===== src/rtl/seg7_pkg.sv =====
`default_nettype none
// +------------------------------------------------------------------+
// | seg7_pkg: scan states, hex segment patterns, off-level helper     |
// | Rev 1.0                                                          |
// +------------------------------------------------------------------+
package seg7_pkg;

   localparam logic [1:0] ST_IDLE  = 2'd0;
   localparam logic [1:0] ST_GUARD = 2'd1;
   localparam logic [1:0] ST_DRIVE = 2'd2;

   // Active-high a..g patterns, seg[6]=a .. seg[0]=g
   localparam logic [6:0] SEG_0     = 7'h7E;
   localparam logic [6:0] SEG_1     = 7'h30;
   localparam logic [6:0] SEG_2     = 7'h6D;
   localparam logic [6:0] SEG_3     = 7'h79;
   localparam logic [6:0] SEG_4     = 7'h33;
   localparam logic [6:0] SEG_5     = 7'h5B;
   localparam logic [6:0] SEG_6     = 7'h5F;
   localparam logic [6:0] SEG_7     = 7'h70;
   localparam logic [6:0] SEG_8     = 7'h7F;
   localparam logic [6:0] SEG_9     = 7'h7B;
   localparam logic [6:0] SEG_A     = 7'h77;
   localparam logic [6:0] SEG_B     = 7'h1F;
   localparam logic [6:0] SEG_C     = 7'h4E;
   localparam logic [6:0] SEG_D     = 7'h3D;
   localparam logic [6:0] SEG_E     = 7'h4F;
   localparam logic [6:0] SEG_F     = 7'h47;
   localparam logic [6:0] SEG_BLANK = 7'h00;

   function automatic logic off_level(input bit active_low);
      return active_low;
   endfunction

endpackage
`default_nettype wire


===== src/rtl/seg7_decode.sv =====
`default_nettype none
// +------------------------------------------------------------------+
// | seg7_decode: 4-bit hex + blank -> active-high a..g pattern        |
// | Rev 1.0                                                          |
// +------------------------------------------------------------------+
module seg7_decode
   import seg7_pkg::*;
(
   input  logic [3:0] value,
   input  logic       blank,
   output logic [6:0] pattern
);

   always_comb begin
      pattern = SEG_BLANK;
      if (!blank) begin
         case (value)
            4'h0: pattern = SEG_0;
            4'h1: pattern = SEG_1;
            4'h2: pattern = SEG_2;
            4'h3: pattern = SEG_3;
            4'h4: pattern = SEG_4;
            4'h5: pattern = SEG_5;
            4'h6: pattern = SEG_6;
            4'h7: pattern = SEG_7;
            4'h8: pattern = SEG_8;
            4'h9: pattern = SEG_9;
            4'hA: pattern = SEG_A;
            4'hB: pattern = SEG_B;
            4'hC: pattern = SEG_C;
            4'hD: pattern = SEG_D;
            4'hE: pattern = SEG_E;
            default: pattern = SEG_F;
         endcase
      end
   end

endmodule
`default_nettype wire


===== src/rtl/seg7_scan_ctrl.sv =====
`default_nettype none
// +------------------------------------------------------------------+
// | seg7_scan_ctrl: multiplexed 7-segment scanner with guard interval |
// | Rev 1.0                                                          |
// +------------------------------------------------------------------+
module seg7_scan_ctrl
   import seg7_pkg::*;
#(
   parameter int NUM_DIGITS = 4,
   parameter int TICK_DIV   = 50000,
   parameter int GUARD      = 2,
   parameter int ACTIVE_LOW = 1,
   localparam int AW        = (NUM_DIGITS > 1) ? $clog2(NUM_DIGITS) : 1
)(
   input  logic                  clk,
   input  logic                  rst_n,
   input  logic                  enable,
   input  logic                  wr_en,
   input  logic [AW-1:0]         wr_addr,
   input  logic [3:0]            wr_data,
   input  logic                  wr_dp,
   input  logic                  blank_lz,
   output logic [6:0]            seg,
   output logic                  dp,
   output logic [NUM_DIGITS-1:0] digit_sel,
   output logic                  frame_done
);

   localparam int              CW        = $clog2(TICK_DIV);
   localparam logic [AW-1:0]   LAST_IDX  = AW'(NUM_DIGITS - 1);
   localparam logic [CW-1:0]   GUARD_END = CW'(GUARD - 1);
   localparam logic [CW-1:0]   SLOT_END  = CW'(TICK_DIV - 1);
   localparam logic            OFF       = off_level(ACTIVE_LOW != 0);

   logic [1:0]            state_q, state_d;
   logic [AW-1:0]         idx_q, idx_d;
   logic [CW-1:0]         cnt_q, cnt_d;
   logic [3:0]            value_q [NUM_DIGITS];
   logic [3:0]            value_d [NUM_DIGITS];
   logic [NUM_DIGITS-1:0] dpreg_q, dpreg_d;
   logic [6:0]            seg_q, seg_d;
   logic                  dp_q, dp_d;
   logic [NUM_DIGITS-1:0] sel_q, sel_d;
   logic                  frame_q, frame_d;

   logic [AW-1:0]         lat_idx;
   logic                  lat_blank;
   logic                  all_zero;
   logic [6:0]            lat_pattern;
   logic                  load;

   // The digit about to be latched: 0 when starting from IDLE, else the successor
   assign lat_idx = (state_q == ST_DRIVE && idx_q != LAST_IDX) ? idx_q + AW'(1) : '0;

   always_comb begin
      all_zero = 1'b1;
      for (int k = 0; k < NUM_DIGITS; k++) begin
         if (k >= int'(lat_idx) && value_q[k] != 4'd0) all_zero = 1'b0;
      end
      lat_blank = blank_lz && all_zero && (lat_idx != '0);
   end

   seg7_decode u_decode (
      .value   (value_q[lat_idx]),
      .blank   (lat_blank),
      .pattern (lat_pattern)
   );

   always_comb begin
      state_d = state_q;
      idx_d   = idx_q;
      cnt_d   = cnt_q;
      value_d = value_q;
      dpreg_d = dpreg_q;
      seg_d   = seg_q;
      dp_d    = dp_q;
      sel_d   = sel_q;
      frame_d = 1'b0;
      load    = 1'b0;

      if (wr_en && int'(wr_addr) < NUM_DIGITS) begin
         value_d[wr_addr] = wr_data;
         dpreg_d[wr_addr] = wr_dp;
      end

      case (state_q)
         ST_IDLE: begin
            if (enable) begin
               state_d = ST_GUARD;
               idx_d   = '0;
               cnt_d   = '0;
               load    = 1'b1;
            end
         end
         ST_GUARD: begin
            cnt_d = cnt_q + CW'(1);
            if (cnt_q == GUARD_END) begin
               state_d = ST_DRIVE;
               sel_d   = (NUM_DIGITS'(1) << idx_q) ^ {NUM_DIGITS{OFF}};
            end
         end
         ST_DRIVE: begin
            if (cnt_q == SLOT_END) begin
               state_d = ST_GUARD;
               cnt_d   = '0;
               idx_d   = lat_idx;
               sel_d   = {NUM_DIGITS{OFF}};
               frame_d = (idx_q == LAST_IDX);
               load    = 1'b1;
            end else begin
               cnt_d = cnt_q + CW'(1);
            end
         end
         default: state_d = ST_IDLE;
      endcase

      // Register-file reads see pre-write contents, so same-cycle writes wait a frame
      if (load) begin
         seg_d = lat_pattern ^ {7{OFF}};
         dp_d  = dpreg_q[lat_idx] ^ OFF;
      end

      if (!enable) begin
         state_d = ST_IDLE;
         idx_d   = '0;
         cnt_d   = '0;
         seg_d   = {7{OFF}};
         dp_d    = OFF;
         sel_d   = {NUM_DIGITS{OFF}};
         frame_d = 1'b0;
      end
   end

   always_ff @(posedge clk) begin
      if (!rst_n) begin
         state_q <= ST_IDLE;
         idx_q   <= '0;
         cnt_q   <= '0;
         value_q <= '{default: '0};
         dpreg_q <= '0;
         seg_q   <= {7{OFF}};
         dp_q    <= OFF;
         sel_q   <= {NUM_DIGITS{OFF}};
         frame_q <= 1'b0;
      end else begin
         state_q <= state_d;
         idx_q   <= idx_d;
         cnt_q   <= cnt_d;
         value_q <= value_d;
         dpreg_q <= dpreg_d;
         seg_q   <= seg_d;
         dp_q    <= dp_d;
         sel_q   <= sel_d;
         frame_q <= frame_d;
      end
   end

   assign seg        = seg_q;
   assign dp         = dp_q;
   assign digit_sel  = sel_q;
   assign frame_done = frame_q;

endmodule
`default_nettype wire

===== config.mk =====
export PLATFORM = sky130hd
export DESIGN_NAME = seg7_scan_ctrl
export DESIGN_NICKNAME = d
export VERILOG_FILES = /design/src/rtl/seg7_pkg.sv /design/src/rtl/seg7_decode.sv /design/src/rtl/seg7_scan_ctrl.sv
export SDC_FILE = /design/constraint.sdc
export NUM_CORES = 1
export LEC_CHECK = 0
export ABC_AREA = 1
export CORE_UTILIZATION = 55
export DETAILED_ROUTE_END_ITERATION = 12
export GPL_TIMING_DRIVEN = 0
export MAX_ROUTING_LAYER = met4
export PLACE_DENSITY_LB_ADDON = 0.1
export SLEW_MARGIN = 20
export SYNTH_ARGS = -nofsm -noshare
export SYNTH_HDL_FRONTEND = slang
export SYNTH_SLANG_ARGS = --single-unit

===== constraint.sdc =====
create_clock -name clk -period 3.1 [get_ports clk]
set_input_delay 0.62 -clock clk [delete_from_list [all_inputs] [get_ports clk]]
set_output_delay 0.62 -clock clk [all_outputs]
set_load 0.03 [all_outputs]

* After elaboration in Yosys (flattened, before gate mapping)
Memories as Yosys holds them, arrays and structs flattened. Cells that the tools add are included.
Word-level totals: bits in registers 53, bits in read-only memories 112, input bits 12, output and inout bits 13, memories 1
Operators by class: add/sub/neg operators 2, magnitude comparators 9, equality and inequality tests 8, shift-type cells 1, mux-type cells 30, bitwise gates (word level) 5, reductions and logical operators 22
Memories:
- (no name shown) | words 16, width 7, read ports 1, clocked after Yosys merged registers in 0, wr ports 0, RTL line seg7_decode.sv:17 | case (value)
Operators by type and width (count):
- 16-bit one-hot mux with 3 select lines | 1
- 4-bit 2-to-1 mux | 5
- 16-bit by 1-bit adder with 16-bit output, second input constant | 1
- 16-bit bitwise mux | 1
- 16-bit by 1-bit == test with 1-bit output, second input constant | 1
- 16-bit == test, second input constant | 1
- 16-bit 2-to-1 mux | 1
- 4-bit nonzero test | 4
- 4-bit binary-select mux with 2-bit select | 1
- 4-bit demux with 2-bit select | 1
- 1-bit logical AND | 8
- 1-bit 2-to-1 mux | 8
- 2-bit 2-to-1 mux | 4
- 4-bit one-hot mux with 2 select lines | 1
- 7-bit 2-to-1 mux | 1
- 7-bit NOT | 1
- 3-bit greater-or-equal comparator, second input constant | 2
- 2-bit by 3-bit < comparator with 1-bit output, second input constant | 2
- 2-bit NOT with 3-bit output | 2
- 2-bit one-hot mux with 3 select lines | 1
- 2-bit AND reduction | 3
- 2-bit nonzero test | 3
- 4-bit bitwise mux | 1
- 2-bit == test, second input constant | 2
- other kinds (19) | 21

* Logic depth before layout (Yosys ltp)
Gate-level depths: netlist of the first run.
depth in word-level cells 13, depth in mapped cells 17, depth with buffers taken out 16

* Hierarchy
Synthesis of the first run repeated with hierarchy kept, for this count alone.
Second synthesis, totals: cells, all modules 449, area, all modules 3154.3 µm²
Modules (own cells, without submodules):
- seg7_scan_ctrl | times used 1, cells an instance 401, area each 2856.5 µm², sequential area each 1061.0 µm²
- seg7_decode | times used 1, cells an instance 48, area each 297.8 µm², sequential area each 0.0 µm²

* Worst setup path after synthesis of the first run
No wires, ideal clock.
path type register to register, from register idx_q[0], to register seg_q[3], in the netlist seg[3], setup time 0.113 ns, arrival time 1.963 ns, required time 2.987 ns, setup slack 1.025 ns, stages on the path, launching flop included 16, buffers on the path 2, clock period less this slack 2.075 ns, cells stage by stage dfxtp_1 -> buf_6 -> inv_2 -> ha_1 -> nand2_4 -> buf_6 -> nand3_1 -> nand2_1 -> inv_1 -> ha_1 -> nand3_2 -> nand2_1 -> nand2_1 -> nand3_1 -> nand2_1 -> nand2_1
On the way: word-level cells in the longest chain between the ends 13
Ends and longest elaborated chain:
- start: declaration | RTL line seg7_scan_ctrl.sv:36 | logic [AW-1:0] idx_q, idx_d;
- start signal: assignment | RTL line seg7_scan_ctrl.sv:147 | idx_q <= idx_d;
- branches (longest 2 deep; another with 2-bit by 1-bit adder with 2-bit output)
- 2-bit 2-to-1 mux (*) | RTL line seg7_scan_ctrl.sv:53 | assign lat_idx = (state_q == ST_DRIVE && idx_q != LAST_IDX) ? idx_q + AW'(1) : '0;
- branches (longest 8 deep; another with memory 16 x 7 bit)
- 7-bit 2-to-1 mux (*) | RTL line seg7_decode.sv:16 | if (!blank) begin
- 7-bit NOT (no source line) (*)
- end signal: assignment | RTL line seg7_scan_ctrl.sv:141 | seg_q <= {7{OFF}};
- end signal: assignment | RTL line seg7_scan_ctrl.sv:151 | seg_q <= seg_d;
- end: declaration | RTL line seg7_scan_ctrl.sv:41 | logic [6:0] seg_q, seg_d;
Every way passes the cells marked *. The select of a mux whose other input is x is not followed. A chain may end at the register's enable or synchronous reset.

* Worst setup path in the final report of the first run
from register idx_q[0], to register seg_q[1], in the netlist seg[1]
Same word-level chain as after synthesis.

==> out/qor.yml, run 1 <==
pwr:
  ir_drop_mv: 0.229
  p_leak_uw: 0.00161
  power_uw: 1310
  power_density_nw_per_um2: 361
floorplanning:
  start_util_pct: 57.6
  die_y_um: 78.4
  die_area_um2: 6140
  die_w_um: 78.4
  core.rowCount: 27
  io_pins: 25
  core_um2: 5570
clock_tree:
  htree_num_levels: 2
  clk_path_buf_depth: 2
  holdBufCountCts: 0
  cts.repair.resized: 0
  clkTransAtPathRegs_ns: 0.10
  clock_latency_ns: 0.31
  root_buffer: "clkbuf_8"
  postCtsSetupBuffers: 0
  clock_sinks: 53
  cts_made_buffers: 5
  cts_tree: "done"
critical_path:
  crit_slowest_cell: "dfxtp_1"
  start_kind: "register"
  critPathMaxStageDelay_ns: 0.39
  cpMostUsedCell: "nand2_1"
  worstPathMaxFanout: 10
  crit_chain: "buf_6 -> inv_2 -> ha_1 -> nand2_4 -> buf_6 -> nand3_1 -> nand2_1 -> inv_1 -> ha_1 -> nand3_2 -> o21ai_1 -> nand2_1 -> nand2_1 -> nand2_1 -> nand2_1"
  critPathRequiredTime_ns: 3.31
  worst_setup_path_end_kind: "register"
  crit_type: "reg2reg"
  cpLargestDelayFamily: "simple AND/OR/NAND/NOR gates"
  cp_num_buf_inv: 4
  arrival_ns: 2.68
synth:
  avgSynthCellArea_um2: 7.02
  syn_area_um2: 3210
  syn_inst: 457
  synthesis.nets: 485
  synth.area.top_cells: "dfxtp_1, nand2_1, nand3_1"
  synth_edf_count: 0
  yosys.cell_count.top_type: "nand2_1"
  ys_top_cells_by_count: "nand2_1, dfxtp_1, nand3_1, inv_1, nor2_1"
  ys_warn_count: 0
  synth_top_cell_by_area: "dfxtp_1"
  yosys.area.top_type_share_pct: 33.1
  synth.distinct_cells: 31
  yosys_most_used_dff: "dfxtp_1"
  synthArstFlopShare_pct: 0
  seq_area_frac_synth_pct: 33.1
  yosys_register_bits: 53
sta:
  finalSetupTns_ns: 0
  worst_pin_slew_ns: 0.450
  max_slew_margin_pct: 70.0
  period_minus_slack_ns: 2.47
  fin_skew_ns: 0.0111
  drv_slew: 0
  rsz0062_at_grt: "false"
  min_period_over_period_pct: 79.6
  max_freq_ghz: 0.405
  setup_violations: 0
  hold_viol: 0
cells_and_area:
  fin_cells: 561
  multiInputGateArea_um2: 1870
  area_delta_synth_final_pct: 13.3
  nets: 516
  drive_above_1_share_pct: 12.5
  diodes: 0
  regArea_um2: 1060
  final_area_um2: 3640
  nFillCells: 515
min_path:
  hp-class: "reg2reg"
drt:
  totalWireLength_um: 7080
  detail_route.iter0.violations: 177
  vias: 2988
  wl_met2_um: 3410
  wl_per_cell_um: 12.6
  first_pass_iters: 4
  via_per_inst: 5.33
  wl_met1_um: 3350
  final_antenna_net_count: 0
  top_layer: "met4"
  post-route-drc-count: 0
  route.met3.wl_um: 271
place:
  gp_congestion: 0.882
  hpwl_um: 5290
  placed_cells: 553
  placed_area_um2: 3540
  port_buffers: 24
global_routing:
  antenna_found_initial: 0
  grt_pass1_wl_um: 12500
  track_usage_pct: 26.5
  grt_pass1_vias: 2726
  grt_max_degree: 17
  grt_overflow_total: 0
status:
  run_status: "finished, final reports clean"
run:
  max_cap_viol_count: 0
## registers in the layout, indices dropped and copies added (netlist names)
name and flops:
dp 1, cnt_q 16, seg 7, frame_done 1
state_q 2, idx_q 2, dpreg_q 4, value_q 16
digit_sel 4
## worst register-to-register path: cells and delay by family, from the launching register on
| family | cells | cell delay, ns |
|---|---|---|
| AOI/OAI and AO/OA | 1 | 0.07 |
| adders and majority gates | 2 | 0.59 |
| buffers and inverters | 4 | 0.55 |
| DFF | 1 | 0.39 |
| and+or+nand+nor | 8 | 0.80 |
## logic make-up after synthesis
| family | share of synthesized area (%) |
|---|---|
| buffers and inverters | 8.73 |
| XOR/XNOR | 2.73 |
| AND/OR/NAND/NOR | 41.8 |
| AO/OA/AOI/OAI | 7.49 |
| adder cells (fa/ha/maj) | 6.24 |
| flip-flops | 33.1 |
## cell type report
| type | count | share of cell area (%) |
|---|---|---|
| timing repair buffer | 24 | 6.61 |
| clock buffer | 6 | 2.27 |
| buffer | 8 | 1.75 |
| clock inverter | 2 | 0.379 |
| multi-input combinational | 340 | 51.4 |
| tap | 72 | 2.48 |
| inverter | 56 | 5.95 |
| sequential | 53 | 29.2 |
## metal layers
metal	track usage, %	up-vias
li1	-	1534
met3	4.07	4
met5	-	-
met4	8.52	0
met2	43.9	83
met1	33.1	1367
## worst paths after layout
path | from | to | slack, ns | cells past startpoint
max | idx_q[0] | seg[1] | 0.63 | 15
min | dpreg_q[3] | dpreg_q[3] | 0.46 | 2
max reg2reg | idx_q[0] | seg[1] | 0.63 | 15
min reg2reg | dpreg_q[3] | dpreg_q[3] | 0.46 | 2
## per-stage QoR
| stage | hold slack, ns | util, % | setup WS (ns) |
|---|---|---|---|
| 3_3_place_gp | 0.441 | 63.5 | 0.711 |
| 5_1_grt | 0.499 | 65.2 | 0.431 |
| 4_1_cts | 0.468 | 65.2 | 0.642 |
| 2_1_floorplan | 0.424 | - | 1.02 |
| 6_report | 0.464 | 65.2 | 0.632 |
| 3_5_place_dp | 0.444 | 63.5 | 0.663 |
## power by group
part	internal (µW)	total, µW	switching (µW)
logic	68.2	181	112
registers	702	714	11.6
clock network	182	418	236
total	952	1310	360
## placed cells by master (no fill, tap or decap)
cell type        count
nand2_1            114
dfxtp_1             53
nand3_1             50
inv_1               49
nor2_1              35
o21ai_0             27
clkdlybuf4s50_1     24
a21oi_1             18
ha_1                16
nor2_2              15
nand4_1             14
nand2_2             10
xor2_1               9
nand2_4              8
nor3_1               6
clkbuf_8             6
inv_2                4
clkbuf_1             4
buf_6                3
nand3_4              3
nor3b_1              3
nand3_2              3
nor2_4               2
clkinv_2             2
nor4_1               2
inv_6                1
nor2_8               1
clkinv_1             1
buf_8                1
xnor2_1              1
or2_2                1
a32o_1               1
o21ai_1              1
clkinv_4             1
Note: power is estimated with default switching activity, not from simulation.
==> run 2, diff against run 1 <==
Clock period 3.1 ns to 2.55 ns, I/O delays scaled along.
==> out/qor.yml, run 2 (synthesis gave the netlist of run 1 again) <==
sta:
  hold_viol: 0  # unchanged
  period_minus_slack_ns: 2.34  # -0.130 ns
  finalSetupTns_ns: 0  # unchanged
  fin_skew_ns: 0.00923  # -0.00191 ns
  worst_pin_slew_ns: 0.455  # +0.00505 ns
  drv_slew: 0  # unchanged
  finalWorstSetupSlack_ns: 0.212  # -0.420 ns
  setup_violations: 0  # unchanged
  min_period_over_period_pct: 91.7  # +12 points
  max_slew_margin_pct: 69.6  # -0.34 points
  rsz0062_at_grt: "false"
  max_freq_ghz: 0.428  # +5.6%
critical_path:
  start_kind: "register"
  reg2regPathDepth: 17  # +2
  worst_setup_path_end_kind: "register"
  crit_type: "reg2reg"
  r2r_start: "state_q[0]"
  critPathRequiredTime_ns: 2.76  # -0.55 ns
  cpMostUsedCell: "nand2_1"
  worstPathMaxFanout: 10  # unchanged
  critPathMaxStageDelay_ns: 0.40  # about the same
  crit_slowest_cell: "dfxtp_1"
  arrival_ns: 2.55  # -0.13 ns
  crit_chain: "inv_1 -> ha_1 -> buf_6 -> inv_6 -> nor2_8 -> nand2_4 -> buf_6 -> nand3_1 -> nand2_2 -> inv_1 -> ha_1 -> nand3_2 -> o21ai_1 -> nand2_1 -> nand2_1 -> nand2_1 -> nand2_1"
  cpLargestDelayFamily: "simple AND/OR/NAND/NOR gates"
  rr_endpoint: "seg[1]"
  cp_num_buf_inv: 5  # +1
  r2r_slack_ns: 0.21  # -0.42 ns
cells_and_area:
  drive_above_1_share_pct: 12.9  # +0.41 points
  area_delta_synth_final_pct: 13.8
  diodes: 0  # unchanged
  nFillCells: 513  # -0.39%
  nets: 516  # unchanged
  final_cell_mix: "nand2_1, dfxtp_1, nand3_1"
  post-route-util_pct: 65.5  # +0.27 points
  final_common_cell: "nand2_1"
global_routing:
  grt_pass1_wl_um: 12500  # unchanged
  track_usage_pct: 26.5  # unchanged
  antenna_found_initial: 0  # unchanged
  grt_max_degree: 17  # unchanged
  grt_overflow_total: 0  # unchanged
  grt_pass1_vias: 2726  # unchanged
drt:
  vias: 2991  # +0.10%
  final_antenna_net_count: 0  # unchanged
  wl_per_cell_um: 12.6  # -0.14%
  totalWireLength_um: 7070  # -0.14%
  detail_route.iter0.violations: 203  # +15%
  first_pass_iters: 7  # +3
  post-route-drc-count: 0  # unchanged
  via_per_inst: 5.33  # +0.10%
place:
  gp_congestion: 0.882  # unchanged
  place_ws_ns: 0.113  # -0.550 ns
  port_buffers: 24  # unchanged
  hpwl_um: 5290  # unchanged
pwr:
  swShare_pct: 27.4  # about the same
  combPwrFrac_pct: 13.8  # about the same
  p_leak_uw: 0.00161  # about the same
  switchingPower_uw: 438  # +22%
  seqPwrFrac_pct: 54.4  # about the same
  clkPwrFrac_pct: 31.8  # about the same
  cell_internal_pwr_uw: 1160  # +22%
  power_density_nw_per_um2: 437  # +21%
  ir_drop_mv: 0.278  # +21%
floorplanning:
  core_um2: 5570  # unchanged
  core.rowCount: 27  # unchanged
  die_area_um2: 6140  # unchanged
  start_util_pct: 57.6  # unchanged
  io_pins: 25  # unchanged
  die_y_um: 78.4  # unchanged
  die_w_um: 78.4  # unchanged
min_path:
  worstHoldStart: "dpreg_q[3]"
  hp-class: "reg2reg"
  whs_path_depth: 2  # unchanged
  min_to: "dpreg_q[3]"
clock_tree:
  clk_path_buf_depth: 2  # unchanged
  cts.repair.resized: 0  # unchanged
  cts_made_buffers: 5  # unchanged
  clock_sinks: 53  # unchanged
  holdBufCountCts: 0  # unchanged
  htree_num_levels: 2  # unchanged
  clock_latency_ns: 0.31  # about the same
  clkTransAtPathRegs_ns: 0.10  # about the same
  cts_tree: "done"
  postCtsSetupBuffers: 0  # unchanged
  root_buffer: "clkbuf_8"
run:
  max_cap_viol_count: 0  # unchanged
status:
  run_status: "finished, final reports clean"
[run 2: changes by cell type in the layout (fill, tap and decap cells not counted)]
cell,change
nand2_1,-1
nand2_2,+1
ha_1,-1
ha_4,+1
[run 2: final cells by class]
type | instances | area [µm²] | area share (%)
multi-input combinational | 340 | 1880 | 51.6
sequential | 53 | 1060 | 29.1
timing repair buffer | 24 | 240 | 6.58
inverter | 56 | 216 | 5.93
tap | 72 | 90.1 | 2.47
clock buffer | 6 | 82.6 | 2.26
buffer | 8 | 63.8 | 1.75
clock inverter | 2 | 13.8 | 0.377
[run 2: per-stage QoR]
step / power (µW) / hold slack (ns) / area (µm²) / std cells
finish: 1600 / 0.464 / 3650 / 561
global route: 1690 / 0.499 / 3650 / 561
CTS: 1610 / 0.468 / 3640 / 561
detailed placement: 1100 / 0.444 / 3540 / 553
global placement: 1100 / 0.441 / 3540 / 553
floorplan: 1030 / 0.424 / 3210 / 457
[run 2: worst max path at each step]
stage                    start     end  slack [ns]  cells past startpoint
CTS                   idx_q[0]  seg[3]        0.09                     15
detailed placement    idx_q[0]  seg[3]        0.11                     15
global route        state_q[0]  seg[6]       0.007                     16
floorplan             idx_q[0]  seg[3]        0.47                     15
global placement      idx_q[0]  seg[3]        0.16                     15
finish              state_q[0]  seg[1]        0.21                     17
[run 2: power by group through the flow]
stage | combinational [µW] | sequential (µW) | clock, µW
2_1_floorplan | 130 | 901 | 0
3_3_place_gp | 214 | 887 | 0
3_5_place_dp | 217 | 887 | 0
4_1_cts | 218 | 868 | 523
5_1_grt | 253 | 871 | 563
6_report | 221 | 868 | 508
[run 2: worst register-to-register path, cell delays in order, from the launching register on]
cell and delay, ns:
dfxtp_1 0.40, inv_1 0.09, ha_1 0.21, buf_6 0.16, inv_6 0.09, nor2_8 0.04, nand2_4 0.07, buf_6 0.16
nand3_1 0.13, nand2_2 0.16, inv_1 0.10, ha_1 0.21, nand3_2 0.11, o21ai_1 0.07, nand2_1 0.06, nand2_1 0.08
nand2_1 0.08, nand2_1 0.05
[run 2: metal layers]
| layer | up-vias | part of all wire [%] | track usage, % |
|---|---|---|---|
| met2 | 72 | 48 | 43.9 |
| met3 | 8 | 3.5 | 4.07 |
| met4 | 0 | 0.78 | 8.52 |
| met5 | - | 0 | - |
| li1 | 1538 | - | - |
| met1 | 1373 | 47 | 33.1 |
